## src/rtl/bounce_engine.sv

```systemverilog
// bounce_engine: sequences erase/draw requests to the box drawer on each
// frame tick, advancing and reflecting the box position between them.
module bounce_engine #(
    parameter int unsigned X_INIT = 81,
    parameter int unsigned Y_INIT = 0,
    parameter int unsigned X_MAX  = 156,
    parameter int unsigned Y_MAX  = 116,
    parameter int unsigned STEP   = 1
) (
    input  logic       clock,
    input  logic       reset,
    input  logic       go,
    input  logic       tick,
    input  logic       done,
    output logic       req,
    output logic       erase,
    output logic [7:0] box_x,
    output logic [6:0] box_y,
    output logic       dir_x,
    output logic       dir_y,
    output logic [7:0] bounce_cnt,
    output logic       overrun
);

    typedef enum logic [2:0] {
        S_IDLE,
        S_DRAW,
        S_WAIT,
        S_ERASE,
        S_MOVE
    } state_t;

    localparam logic [7:0] X_INIT_V = 8'(X_INIT);
    localparam logic [6:0] Y_INIT_V = 7'(Y_INIT);
    localparam logic [8:0] X_MAX_W  = 9'(X_MAX);
    localparam logic [7:0] Y_MAX_W  = 8'(Y_MAX);
    localparam logic [8:0] STEP_X   = 9'(STEP);
    localparam logic [7:0] STEP_Y   = 8'(STEP);

    state_t     r_state;
    state_t     w_next;

    logic [7:0] r_box_x;
    logic [6:0] r_box_y;
    logic       r_dir_x;
    logic       r_dir_y;
    logic [7:0] r_bounce_cnt;
    logic       r_overrun;
    logic       r_req;
    logic       r_erase;

    logic [8:0] w_x_sum;
    logic       w_x_hit_hi;
    logic       w_x_hit_lo;
    logic       w_x_bounce;
    logic [7:0] w_x_new;
    logic [7:0] w_y_sum;
    logic       w_y_hit_hi;
    logic       w_y_hit_lo;
    logic       w_y_bounce;
    logic [6:0] w_y_new;
    logic [7:0] w_bounce_inc;

    // Next-state selection for the request/acknowledge sequence
    always_comb begin
        w_next = r_state;
        case (r_state)
            S_IDLE:  if (go)   w_next = S_DRAW;
            S_DRAW:  if (done) w_next = S_WAIT;
            S_WAIT:  if (tick) w_next = S_ERASE;
            S_ERASE: if (done) w_next = S_MOVE;
            S_MOVE:            w_next = S_DRAW;
            default:           w_next = S_IDLE;
        endcase
    end

    // Axis update; widened by one bit so the limit compare never sees a wrap
    always_comb begin
        w_x_sum    = {1'b0, r_box_x} + STEP_X;
        w_x_hit_hi = (w_x_sum >= X_MAX_W);
        w_x_hit_lo = ({1'b0, r_box_x} <= STEP_X);
        w_x_bounce = r_dir_x ? w_x_hit_hi : w_x_hit_lo;
        if (r_dir_x)
            w_x_new = w_x_hit_hi ? X_MAX_W[7:0] : w_x_sum[7:0];
        else
            w_x_new = w_x_hit_lo ? '0 : (r_box_x - STEP_X[7:0]);

        w_y_sum    = {1'b0, r_box_y} + STEP_Y;
        w_y_hit_hi = (w_y_sum >= Y_MAX_W);
        w_y_hit_lo = ({1'b0, r_box_y} <= STEP_Y);
        w_y_bounce = r_dir_y ? w_y_hit_hi : w_y_hit_lo;
        if (r_dir_y)
            w_y_new = w_y_hit_hi ? Y_MAX_W[6:0] : w_y_sum[6:0];
        else
            w_y_new = w_y_hit_lo ? '0 : (r_box_y - STEP_Y[6:0]);

        w_bounce_inc = {6'd0, w_x_bounce & w_y_bounce, w_x_bounce ^ w_y_bounce};
    end

    // State register
    always_ff @(posedge clock or posedge reset) begin
        if (reset) r_state <= S_IDLE;
        else       r_state <= w_next;
    end

    // Registered outputs: request flags follow the state being entered,
    // position only moves in IDLE (reload) and MOVE (advance)
    always_ff @(posedge clock or posedge reset) begin
        if (reset) begin
            r_req        <= 1'b0;
            r_erase      <= 1'b0;
            r_box_x      <= X_INIT_V;
            r_box_y      <= Y_INIT_V;
            r_dir_x      <= 1'b1;
            r_dir_y      <= 1'b1;
            r_bounce_cnt <= '0;
            r_overrun    <= 1'b0;
        end else begin
            r_req   <= (w_next == S_DRAW) || (w_next == S_ERASE);
            r_erase <= (w_next == S_ERASE);
            if (r_state == S_IDLE) begin
                r_box_x <= X_INIT_V;
                r_box_y <= Y_INIT_V;
                r_dir_x <= 1'b1;
                r_dir_y <= 1'b1;
            end else if (r_state == S_MOVE) begin
                r_box_x      <= w_x_new;
                r_box_y      <= w_y_new;
                r_dir_x      <= r_dir_x ^ w_x_bounce;
                r_dir_y      <= r_dir_y ^ w_y_bounce;
                r_bounce_cnt <= r_bounce_cnt + w_bounce_inc;
            end
            if (tick && (r_state != S_WAIT) && (r_state != S_IDLE))
                r_overrun <= 1'b1;
        end
    end

    assign req        = r_req;
    assign erase      = r_erase;
    assign box_x      = r_box_x;
    assign box_y      = r_box_y;
    assign dir_x      = r_dir_x;
    assign dir_y      = r_dir_y;
    assign bounce_cnt = r_bounce_cnt;
    assign overrun    = r_overrun;

endmodule

```

## config.mk

```make
export PLATFORM = sky130hd
export DESIGN_NAME = bounce_engine
export DESIGN_NICKNAME = d
export VERILOG_FILES = /design/src/rtl/bounce_engine.sv
export SDC_FILE = /design/constraint.sdc
export NUM_CORES = 1
export LEC_CHECK = 0
export CELL_PAD_IN_SITES_DETAIL_PLACEMENT = 0
export CELL_PAD_IN_SITES_GLOBAL_PLACEMENT = 1
export CORE_MARGIN = 5
export CORE_UTILIZATION = 40
export DETAILED_ROUTE_END_ITERATION = 16
export DONT_BUFFER_PORTS = 1
export PLACE_DENSITY_LB_ADDON = 0.25
export RECOVER_POWER = 50
export SYNTH_ARGS = -nofsm -noshare
export SYNTH_HDL_FRONTEND = slang
export SYNTH_SLANG_ARGS = --single-unit
```

## constraint.sdc

```tcl
create_clock -name clock -period 3.5 [get_ports clock]
set_input_delay 0.35 -clock clock [delete_from_list [all_inputs] [get_ports clock]]
set_output_delay 0.35 -clock clock [all_outputs]
set_load 0.1 [all_outputs]
```

## Word-level counts from Yosys, hierarchy flattened

Cells that the tools add are included.

- Output and inout bits: 28
- Word-level logic and storage cells: 58
- Flip-flop bits (word level): 31
- Input port bits: 5

- Muxes and demuxes: 21
- Equality and inequality tests: 7
- Magnitude comparators: 4
- Bitwise gates (word level): 5
- Reductions and logical operators: 7
- Add/subtract/negate cells: 5

Operators with widths:

| operator | count |
|---|---|
| 2-to-1 mux 8 bit | 5 |
| 2-to-1 mux 7 bit | 5 |
| one-hot mux 3 bit (5 select lines) | 1 |
| 2-to-1 mux 3 bit | 4 |
| adder 8 x 1 -> 9 bit (second input constant) | 1 |
| equality test 3 x 2 -> 1 bit (second input constant) | 3 |
| greater-or-equal comparator 9 x 8 -> 1 bit (second input constant) | 1 |
| adder 7 x 1 -> 8 bit (second input constant) | 1 |
| adder 8 x 2 -> 8 bit | 1 |
| greater-or-equal comparator 8 x 7 -> 1 bit (second input constant) | 1 |
| <= comparator 8 x 1 -> 1 bit (second input constant) | 1 |
| subtractor 8 x 1 -> 8 bit (second input constant) | 1 |
| <= comparator 7 x 1 -> 1 bit (second input constant) | 1 |
| subtractor 7 x 1 -> 7 bit (second input constant) | 1 |
| equality test 3 x 1 -> 1 bit (second input constant) | 2 |
| 2-to-1 mux 1 bit | 6 |
| equality test 3 bit (second input constant) | 1 |
| logical NOT 3 bit | 1 |
| inequality test 3 x 2 -> 1 bit (second input constant) | 1 |
| nonzero test 3 bit | 1 |
| XOR 1 bit | 3 |
| logical AND 1 bit | 2 |
| AND reduction 2 bit | 1 |
| nonzero test 2 bit | 1 |
| other kinds (3) | 3 |

## Logic depth before layout (Yosys ltp)

Gate-level depths: netlist (run 1).

- Word-level depth: 6
- Mapped depth: 15
- Depth with buffers taken out: 14

## Worst setup path before layout (run 1)

Ideal clock, no wire load.

- Path type: flip-flop to flip-flop
- Start point: register r_box_x[1], in the netlist box_x[1]
- End point: register r_bounce_cnt[6], in the netlist bounce_cnt[6]
- Buffers on the path: 1
- Data arrival time: 3.599 ns
- Clock period less this slack: 3.757 ns
- Setup time: 0.158 ns
- Required time: 3.342 ns
- Path slack: -0.257 ns
- Cell stages (with the launch flop): 14
- Cell sequence: dfrtp_1 -> ha_1 -> buf_4 -> or4_4 -> a31oi_4 -> a21oi_2 -> ha_1 -> ha_1 -> inv_1 -> fa_1 -> nor2_1 -> and3_1 -> nand3_1 -> xnor2_1

- Word-level cells in the longest chain between the ends: 5
- Elaborated cells on any way between the ends: 7
- Classes of those cells: add/sub: 2; order compare: 2; mux: 1; bitwise: 2

RTL lines:

| what | line | RTL |
|---|---|---|
| start: declaration | 43 | `logic [7:0] r_box_x;` |
| start signal: assignment | 127 | `r_box_x <= w_x_new;` |
| adder 8 x 1 -> 9 bit | 79 | `w_x_sum = {1'b0, r_box_x} + STEP_X;` |
| greater-or-equal comparator 9 x 8 -> 1 bit | 80 | `w_x_hit_hi = (w_x_sum >= X_MAX_W);` |
| 2-to-1 mux 1 bit (*) | 82 | `w_x_bounce = r_dir_x ? w_x_hit_hi : w_x_hit_lo;` |
| XOR 1 bit / AND 1 bit (equally long branches) | 97 | `w_bounce_inc = {6'd0, w_x_bounce & w_y_bounce, w_x_bounce ^ w_y_bounce};` |
| adder 8 x 2 -> 8 bit (*) | 131 | `r_bounce_cnt <= r_bounce_cnt + w_bounce_inc;` |
| end signal: assignment | 131 |  |
| end: declaration | 47 | `logic [7:0] r_bounce_cnt;` |

Mark *: on every way between the ends. The rest lies on a longest branch, timed or not.
A chain may end at the register's enable or synchronous reset.

## Final worst setup path (run 1)

- Start point: register r_box_x[4], in the netlist box_x[4]
- End point: register r_bounce_cnt[6], in the netlist bounce_cnt[6]

The elaborated chain is that of the path after synthesis.

==> results of run 1 <==
layer usage:
layer / up-vias / GRT usage / wire (um)
met5: - / 0 / 0
met4: 0 / 0.05755 / 82
met3: 8 / 0.03074 / 298
met2: 42 / 0.2789 / 2952
met1: 967 / 0.2172 / 2671
li1: 996 / - / -
worst min path at each step:
stage               startpoint             to  slack (ns)
global placement         reset  bounce_cnt[7]        0.31
detailed placement       reset  bounce_cnt[7]        0.31
CTS                       tick        overrun        0.20
global route              done     r_state[2]        0.22
floorplan                reset  bounce_cnt[0]        0.45
finish                    tick        overrun        0.20
kinds of logic after synthesis:
logic type | count (synthesis) | share of synthesized area
buffers and inverters | 33 | 0.07771
DFF | 31 | 0.3397
AOI/OAI and AO/OA | 78 | 0.2261
adders and majority gates | 11 | 0.06196
muxes | 4 | 0.01902
xor gates and xnor gates | 13 | 0.04946
and+or+nand+nor | 100 | 0.2261
layout make-up:
cell class              count  area [um^2]  share of cell area
well taps                  72        90.09             0.03463
inverters                  13        48.80             0.01876
repair buffers             33        227.7             0.08754
clock buffers               5        68.82             0.02646
multi-input cells         206         1353              0.5200
clock inverters             3        15.01            0.005772
flip-flops and latches     31        798.3              0.3069
repair_timing:
item                                   in CTS  in global routing
setup endpoints to repair                   0                  1
endpoints found under the hold margin       6                  0
gates resized for setup                     0                  3
hold buffers                                1                  0
metrics by stage:
stage	instance area, um^2	util
detailed placement	2519	0.4546
global placement	2519	0.4546
global route	2601	0.4695
finish	2601	0.4695
CTS	2613	0.4715
floorplan	2318	-
cells in the mapped netlist, types with 4 or more instances:
cell      instances  share of area
xnor2_1           7          0.027
clkbuf_1          8          0.013
and2_1            4          0.011
dfrtp_1          26           0.28
o21ai_1           5          0.011
a31oi_1          11          0.030
buf_2             4         0.0087
dfstp_2           5          0.057
ha_1              9          0.049
o21ai_0          19          0.041
nand2_1          30          0.049
a21o_1            7          0.023
nor2_1           22          0.036
nor3_1            6          0.013
buf_6             4          0.020
nand3_1          11          0.024
xor2_1            6          0.023
a21oi_1          10          0.022
nand2b_1          4          0.011
inv_1            12          0.020
sequential cells by signal, indices dropped and copies added (netlist names):
register    count
dir_y           1
box_y           7
erase           1
r_state         3
overrun         1
box_x           8
bounce_cnt      8
req             1
dir_x           1
power by group through the flow:
stage                     Sequential, mW  Combinational, mW  Clock [mW]
after detailed placement           0.587              0.670           0
after global placement             0.586              0.668           0
after CTS                          0.580              0.674       0.294
final                              0.580              0.663       0.286
after floorplan                    0.713              0.393           0
after global routing               0.590              0.722       0.313
==> flow_results.org, run 1 <==
** Critical path
- Reg2reg path depth :: 12
- Together, buffers and inverters on the worst path number 1.
- The worst setup path is launched from a flop.
- Walking the worst path, the cells encountered are nand3_4 > or4_4 > a31oi_4 > a21oi_2 > ha_1 > ha_1 > inv_1 > fa_1 > nor2_1 > and3_1 > nand3_1 > xnor2_1.
- The largest individual stage delay along the critical path comes from the cell dfstp_4.
- In this run the worst path has a maximum fanout of 9.
- The setup check on the worst reg-to-reg path leaves a slack of 0.20 ns.
- Kind of critical path :: reg -> reg
- Among the stages of the critical path, the cell type that occurs most often is ha_1.
- Critical path's largest stage delay :: 0.69 ns
- STA puts the critical path data required time at 3.64 ns.
- The cell family contributing the most delay on the critical path is simple AND/OR/NAND/NOR gates.
- In this run the worst setup path begins at box_x[4].
- End point of the critical path :: bounce_cnt[6]
- End of the worst register-to-register path :: bounce_cnt[6]
- Data arrival time of the critical path :: 3.45 ns
- Counting buffers and inverters, the worst setup path is 12 cells deep.
- The worst setup path is captured at a flop.
- The worst register-to-register path begins at box_x[4].

** Floorplanning
- Total number of placement rows :: 27
- Initial core utilization :: 0.4155
- Die area :: 7373 um^2
- The core region is 5540 um^2.
- IO Count :: 33
- The floorplan step set the die width to 85.87 um.
- Y dimension of the die :: 85.87 um

** Timing
- In the finished design, the share of the clock period the worst path needs comes to 0.9436.
- Final worst slack :: 0.1975 ns
- Worst hold slack :: 0.1983 ns
- Actual transition at the worst max-transition pin :: 1.299 ns
- Setup repair after global routing missed its margin :: no
- Relative slew slack :: 0.1343
- Finish-stage setup viols :: 0
- Final Skew :: 0.007408 ns
- Tmin final :: 3.303 ns
- Final total negative setup slack :: 0 ns
- Fmax achieved :: 302.8 MHz
- The count of final hold-check violations is 0.
- The final max-slew violation count was 0.

** Power
- Summed over all cells, the static leakage comes to 1.090 nW.
- IR analysis of the VDD net gives a maximum drop of 571.2 uV.
- Net load switching power :: 767.9 uW
- The share of total power dissipated in combinational logic is 0.433.
- Overall power consumption after layout is estimated at 1.529 mW.
- Pint :: 761.6 uW
- Cell Pwr Density :: 588.0 nW/um^2
- Of the total power, the share spent switching nets is 0.5020.
- Of the total power, the clock network draws 0.187.
- Part of the total power dissipated in sequential elements :: 0.379

** Global route
- Total congestion overflow :: 0
- The via count of the first global-routing pass was 1924.
- First-pass GRT wire length :: 9853 um
- Entering global routing, the biggest net connects 20 pins.
- In the global route stage, overall resource usage came out at 0.1675.
- Antenna violations before repair :: 0

** Clocking
- Clock-pin slew was measured on the worst setup and hold paths at 0.07 ns.
- Root buffer cell :: clkbuf_8
- The tree built by TritonCTS fans out to 31 sinks.
- TritonCTS built the clock tree.
- Total CTS buffers :: 5
- Skew-Pair Late Insertion Delay :: 0.29 ns
- No sink is reached through more buffers than the 2 on the longest clock path.
- Post-CTS setup buffers :: 0
- Number of H-tree levels :: 2

** Placement
- Once detailed placement completed, the half-perimeter wirelength came to 4368 um.
- Worst slack, placed :: 0.2192 ns
- After detailed placement, the design holds a cell count of 354.
- The congestion estimate from routability-driven global placement came to 1.000.
- Port bufs :: 0

** Final layout
- The net count of the finished layout is 305.
- Counting the fill cells in the layout gives 591.
- Count of non-filler cells in the finished layout :: 363
- Share of cells above drive strength 1 :: 0.2337
- Highest-count cells in the layout ignoring fill and taps :: nand2_1 (30), buf_4 (26), nor2_1 (22)
- The area growth from synthesis to layout is 12.99%.
- Most common cell after layout, fill and taps aside :: nand2_1
- Number of inserted diodes :: 0

** Synth
- In the synthesized netlist the async set-or-reset flop fraction comes to 1.000.
- Primary flip-flop cell chosen by synthesis mapping :: dfrtp_1
- During synthesis, Yosys emitted a total of 0 warnings.
- For this run, the register share of the synthesized area comes to 0.3397.
- Number of synthesized flops with an enable pin :: 0
- In this run the cell area of the synthesized design comes to 2302 um^2.
- A synthesized cell averages 8.527 um^2.
- Synthesis inferred 31 register bits.
- Synthesis handed over a netlist of 270 instances.
- Synthesis instantiated 58 different standard cells from the library.
- Number of nets produced by synthesis :: 285

** Hold path
- The tightest min-delay check is of the in -> reg type.
- Along the worst hold path, the cell count comes to 2.

** Routing
- Number of iterations in the first detailed-routing pass :: 5
- Routed WL :: 6005 um
- The routed layout has 2013 vias.
- DRC violation total after the first TritonRoute iteration :: 85
- Using the TritonRoute via totals, the vias-per-cell ratio works out to 5.545.
- The count of nets left with antenna violations once routing finished came out at 0.
- After detailed routing, the average wire length per cell comes to 16.54 um.
- In the routed design, unresolved DRC markers number 0.

** Status
- Status :: complete, no violations

** Job
- Max-cap violations :: 0
Power figures use the tool's default switching activity.
==> run 2: changes to the inputs <==
- GPL_ROUTABILITY_DRIVEN: unset -> 0
==> run 2 against run 1 <==
Effect of this change:
- critical path depth unchanged
- setup slack got worse by 0.0081 ns
- core utilization is 0.50 points lower
- final area shrank 1.1%
- sequential power is 2% lower
- clock-buffer cell count rose by 1
- global-route usage decreased by 0.38 points
- sequential cell count stayed put
- first-iteration DRC count decreased by 2.4%
- largest cell class unchanged
==> flow_results.org, run 2 (synthesis results as in run 1) <==
** Clocking
- In this run the number of H-tree levels came out at 2.
- Clock transition at the register clock pins on the worst setup and hold paths after CTS :: 0.07 ns
- Total CTS buffers :: 5
- Root buffer cell :: clkbuf_8
- Deepest clock path buffer count :: 2
- Skew-Pair Late Insertion Delay :: 0.28 ns
- The number of gates resized after CTS was 0.
- Post-CTS setup buffers :: 0
- Clock sink total :: 31
- For this design, the CTS-stage hold fixing added 0 buffers.
- TritonCTS built the clock tree.

** Floorplanning
- Core Footprint :: 5540 um^2
- Measured along the x axis, the die boundary spans 85.87 um.
- IO Count :: 33
- Y dimension of the die :: 85.87 um
- Total number of placement rows :: 27
- The initial utilization of the core area, before any placement, comes to 0.4155.
- Die area :: 7373 um^2

** Timing
- Final cycle utilization of the critical path :: 0.9459
- Worst hold slack :: 0.08938 ns
- Setup total negative slack on the finished layout was measured at 0 ns.
- Tmin final :: 3.311 ns
- Setup violations remaining at the end of the flow were counted as 0.
- Measured against its own limit, the worst slew margin works out to 0.1399.
- Setup slack closes at 0.1894 ns.
- For this run, the top clock speed supported by timing is 302.1 MHz.
- Setup repair after global routing left no endpoint under its margin.
- On the final layout, the worst clock skew is 0.004714 ns.
- At the pin with the least slew margin, the transition time is 1.290 ns.
- Final number of max-transition violations :: 0
- The count of final hold-check violations was 0.

** Routing
- The first detailed-routing pass ran for 4 iterations.
- Once detail routing completed, the nets flagged for antenna violations numbered 0.
- In the routed design, unresolved DRC markers number 0.
- In the final routed layout, each cell accounts on average for 16.06 um.
- After detailed routing, the number of vias per cell comes to 5.591.
- Wires add up to 5815 um.
- For this block, the initial DRC count from the detailed router was 83.
- The routed layout has 2024 vias.

** Global route
- Combined global-route utilization of all metal layers :: 0.1637
- Total congestion overflow :: 0
- Entering global routing, the biggest net connects 20 pins.
- Antenna violations before repair :: 0
- The via count of the first global-routing pass was 1953.
- The first global-routing pass estimated 9694 um of wire.

** Final layout
- Filler cells :: 563
- Area added between synthesis and finish :: 11.79%
- In the final design database the tool counted 304 nets.
- Design area :: 2574 um^2
- Number of inserted diodes :: 0
- Once layout is complete, the utilization of the core stands at 0.4645.
- Count of non-filler cells in the finished layout :: 362
- Area taken by multi-input logic gates :: 1349 um^2
- Flip-flop and latch area :: 798.3 um^2
- Highest-count cells in the layout ignoring fill and taps :: nand2_1 (30), nor2_1 (22), buf_4 (22)
- Most common cell after layout, fill and taps aside :: nand2_1
- Of the cells placed in the final design, the portion with a size suffix greater than 1 is 0.2069.

** Placement
- The wire-length estimate of the detail-placed layout is 4320 um.
- Worst slack, placed :: 0.1935 ns
- After detailed placement, the design holds a cell count of 354.
- Area after DPL :: 2519 um^2
- Port bufs :: 0

** Power
- Across the VDD grid, the largest voltage drop is 516.5 uV.
- Leakage :: 1.067 nW
- Cell Pwr Density :: 590.2 nW/um^2
- The design draws 1.519 mW.

** Critical path
- In this design, the stage delay of the slowest critical-path cell is 0.69 ns.
- Traced cell by cell, the critical path runs through nand3_4 > or4_4 > a31oi_4 > a21oi_4 > ha_1 > ha_1 > inv_1 > fa_1 > nor2_1 > and3_1 > nand3_1 > xnor2_1.
- Data arrival time of the critical path :: 3.44 ns
- The slowest stage of the critical path is the dfstp_4 cell.
- Kind of critical path :: reg -> reg
- CP dominant cell by count :: ha_1
- Maximum fanout along the worst path :: 9
- Data required time at the worst endpoint :: 3.63 ns
- Kind of end point of the critical path :: flop
- The worst setup path is launched from a flop.

** Hold path
- In this run the worst hold path is classified as in -> async.

** Job
- Max-cap violations :: 0

** Status
- The run finished with clean final reports.
-- run 2: routing by layer --
metal  track usage  share of wire  vias to the layer above
met4       0.06187          0.023                        0
met2        0.2775           0.49                       35
li1              -              -                      995
met5             0              0                        -
met1        0.2040           0.44                      984
met3       0.03266          0.044                       10
-- run 2: final cells by class --
cell class / count / area share
inverter: 13 / 0.01896
clock inverter: 2 / 0.004861
timing repair buffer: 32 / 0.07876
clock buffer: 6 / 0.02820
multi-input combinational: 206 / 0.5241
tap: 72 / 0.03500
sequential: 31 / 0.3102
-- run 2: final timing paths --
kind | from | endpoint | slack (ns) | cells past startpoint
min in group clock | tick | overrun | 0.22 | 2
worst max-delay path | box_x[4] | bounce_cnt[6] | 0.19 | 12
worst min register to register | bounce_cnt[1] | bounce_cnt[1] | 0.55 | 2
worst min-delay path | reset | bounce_cnt[1] | 0.09 | 1
worst max register to register | box_x[4] | bounce_cnt[6] | 0.19 | 12
max in group asynchronous | reset | box_y[3] | 2.31 | 2
-- run 2: worst max-delay path: cells and delay by family, from the launching register on --
family	cells	cell delay, ns
AO/OA/AOI/OAI	2	0.36
XOR/XNOR	1	0.18
adder cells (fa/ha/maj)	3	0.79
buffers and inverters	1	0.06
flip-flops	1	0.69
AND/OR/NAND/NOR	5	1.08
-- run 2: report_power, final --
| group | switching, mW | internal, mW |
|---|---|---|
| clock | 0.136 | 0.139 |
| combinational | 0.467 | 0.208 |
| sequential | 0.149 | 0.420 |
| total | 0.752 | 0.767 |
==> run 3: changes to the inputs <==
- CORE_MARGIN: 5 -> unset
- CTS_CLUSTER_SIZE: unset -> 25
==> run 3 against run 2 <==
Effect of this change:
- the flow now finishes with violations (capacitance limit)
- final cell count is 0.55% higher
- power is 6.7% higher
- setup slack better by 0.025 ns
- critical path type unchanged
- highest routed layer unchanged
==> flow_results.org, run 3 (synthesis results as in run 1) <==
** Final layout
- Area taken by multi-input logic gates :: 1368 um^2
- Share of cells above drive strength 1 :: 0.2158
- After filler insertion, the fill cell instance count of the layout stands at 569.
- The library cell used most frequently in the layout, excluding fill and tap cells, is nand2_1.
- Flip-flop and latch area :: 798.3 um^2
- In the final design database the tool counted 306 nets.
- Area added between synthesis and finish :: 14.78%
- Number of inserted diodes :: 0
- Highest-count cells in the layout ignoring fill and taps :: nand2_1 (30), buf_4 (23), nor2_1 (22)

** Floorplanning
- Die width :: 77.87 um
- The die covers 6063 um^2.
- The die is 77.87 um tall.
- Core Footprint :: 5540 um^2
- Row generation in the floorplan step produced 27 rows.
- Pin placement for this block handled 33 I/O pins.
- The initial utilization of the core area, before any placement, comes to 0.4155.

** Routing
- Antenna viol nets, final :: 0
- Mean routed wirelength per cell :: 15.71 um
- Routed WL :: 5720 um
- Final routed DRC violation total :: 0
- Number of iterations in the first detailed-routing pass :: 4
- Using the TritonRoute via totals, the vias-per-cell ratio works out to 5.560.
- Total vias in the final route :: 2024
- DRC violation total after the first TritonRoute iteration :: 107

** Timing
- Final total negative setup slack :: 0 ns
- Final number of max-transition violations :: 0
- The worst pin sits at a relative slew slack of 0.004414.
- The smallest clock period supported by the final layout is computed as 3.285 ns.
- Final cycle utilization of the critical path :: 0.9386
- At the pin with the least slew margin, the transition time is 1.493 ns.
- For this run, the top clock speed supported by timing is 304.4 MHz.
- Total count of hold-check failures in the final report :: 0
- Final Skew :: 0.003114 ns
- Setup repair after global routing left no endpoint under its margin.
- Finish-stage setup viols :: 0
- Worst hold slack :: 0.2151 ns

** Power
- Cell Pwr Density :: 613.4 nW/um^2
- Net load switching power :: 759.5 uW
- IR analysis of the VDD net gives a maximum drop of 346.7 uV.
- The share of total power dissipated in combinational logic is 0.425.
- Proportion of power drawn by the clock network :: 0.228
- Of the total power, the share spent switching nets is 0.4685.
- Pint :: 861.4 uW
- Part of the total power dissipated in sequential elements :: 0.348
- Leakage :: 1.097 nW

** Hold path
- Hold path depth :: 2
- The worst hold path terminates at overrun.
- The worst hold path begins at tick.
- The path class of the tightest hold or removal check is in -> reg.

** Global route
- The via count of the first global-routing pass is 1941.
- The initial antenna violation count came to 0.
- Total congestion overflow :: 0
- For this run, the total global-route usage over all layers was measured as 0.2015.
- Entering global routing, the biggest net connects 21 pins.
- The first global-routing pass estimated 9632 um of wire.

** Critical path
- End of the worst register-to-register path :: bounce_cnt[6]
- Kind of critical path :: reg -> reg
- Flop-to-flop setup slack :: 0.21 ns
- Data arrival time of the critical path :: 3.41 ns
- Launching element type of the critical path :: flop
- Reg2reg path depth :: 12
- The worst register-to-register path begins at box_x[4].
- Kind of end point of the critical path :: flop
- Data required time at the worst endpoint :: 3.63 ns
- Maximum fanout along the worst path :: 9

** Status
- Status :: finished with violations
- The final reports fail on capacitance limit.

** Placement
- The wire-length estimate of the detail-placed layout is 4050 um.
- During placement, the flow inserted port buffers numbering 0.

** Clocking
- The later pin in the worst-skew pair is clocked with a latency of 0.28 ns.
- Number of H-tree levels :: 2
- Clock-pin slew was measured on the worst setup and hold paths at 0.07 ns.
- The root buffer cell chosen for the clock tree is clkbuf_8.
- Clock sink total :: 31
- Buffers inserted during clock tree synthesis total 5.
- Deepest clock path buffer count :: 2
- CTS tree :: built

** Job
- Across the run, the number of max-cap violations was 1.
==> run 3: layout make-up <==
type,count,area share
flip-flops and latches,31,0.3021
multi-input cells,206,0.5175
well taps,72,0.03409
repair buffers,34,0.08333
clock buffers,6,0.03125
inverters,13,0.01847
clock inverters,2,0.01326
==> run 3: worst max-delay path by stage <==
stage | endpoint | cells past startpoint | start
finish | bounce_cnt[6] | 12 | box_x[4]
global route | bounce_cnt[6] | 12 | box_x[4]
CTS | bounce_cnt[6] | 12 | box_x[4]
detailed placement | bounce_cnt[6] | 12 | box_x[4]
global placement | bounce_cnt[6] | 12 | box_x[4]
floorplan | bounce_cnt[6] | 13 | box_x[0]
==> run 3: per-stage QoR <==
stage / util / std cells / area (um^2) / worst slack (ns) / total power [mW]
2_1_floorplan: - / 270 / 2318 / 0.001119 / 1.106
5_1_grt: 0.4770 / 364 / 2643 / 0.02455 / 1.716
3_5_place_dp: 0.4533 / 353 / 2511 / 0.2234 / 1.259
3_3_place_gp: 0.4533 / 353 / 2511 / 0.2567 / 1.257
4_1_cts: 0.4763 / 362 / 2639 / 0.2075 / 1.644
6_report: 0.4770 / 364 / 2643 / 0.2148 / 1.621
==> run 3: repair_timing <==
item | 4_1_cts | 5_1_grt
hold endpoints to repair | 4 | 0
hold buffers | 1 | 0
gates resized for setup | 0 | 3
setup buffers | 0 | 2
setup endpoints to repair | 0 | 1
==> run 3: power by group through the flow <==
| stage | logic (mW) | clock network [mW] | registers [mW] |
|---|---|---|---|
| 3_3_place_gp | 0.687 | 0 | 0.570 |
| 2_1_floorplan | 0.393 | 0 | 0.713 |
| 4_1_cts | 0.693 | 0.386 | 0.564 |
| 6_report | 0.688 | 0.369 | 0.563 |
| 3_5_place_dp | 0.688 | 0 | 0.571 |
| 5_1_grt | 0.749 | 0.394 | 0.573 |
==> run 3: worst max-delay path, cell delays in order (launching register included) <==
cell,delay [ns]
dfstp_4,0.69
nand3_4,0.11
or4_4,0.51
a31oi_4,0.23
a21oi_4,0.09
ha_1,0.29
ha_1,0.15
inv_1,0.06
fa_1,0.35
nor2_1,0.16
and3_1,0.21
nand3_1,0.11
xnor2_1,0.18
==> run 3: layer usage <==
metal	track usage	routed length, um	vias up
met5	0	0	-
met4	0.09434	141	0
met3	0.02941	189	10
met2	0.3177	2703	43
met1	0.2703	2684	972
li1	-	-	999
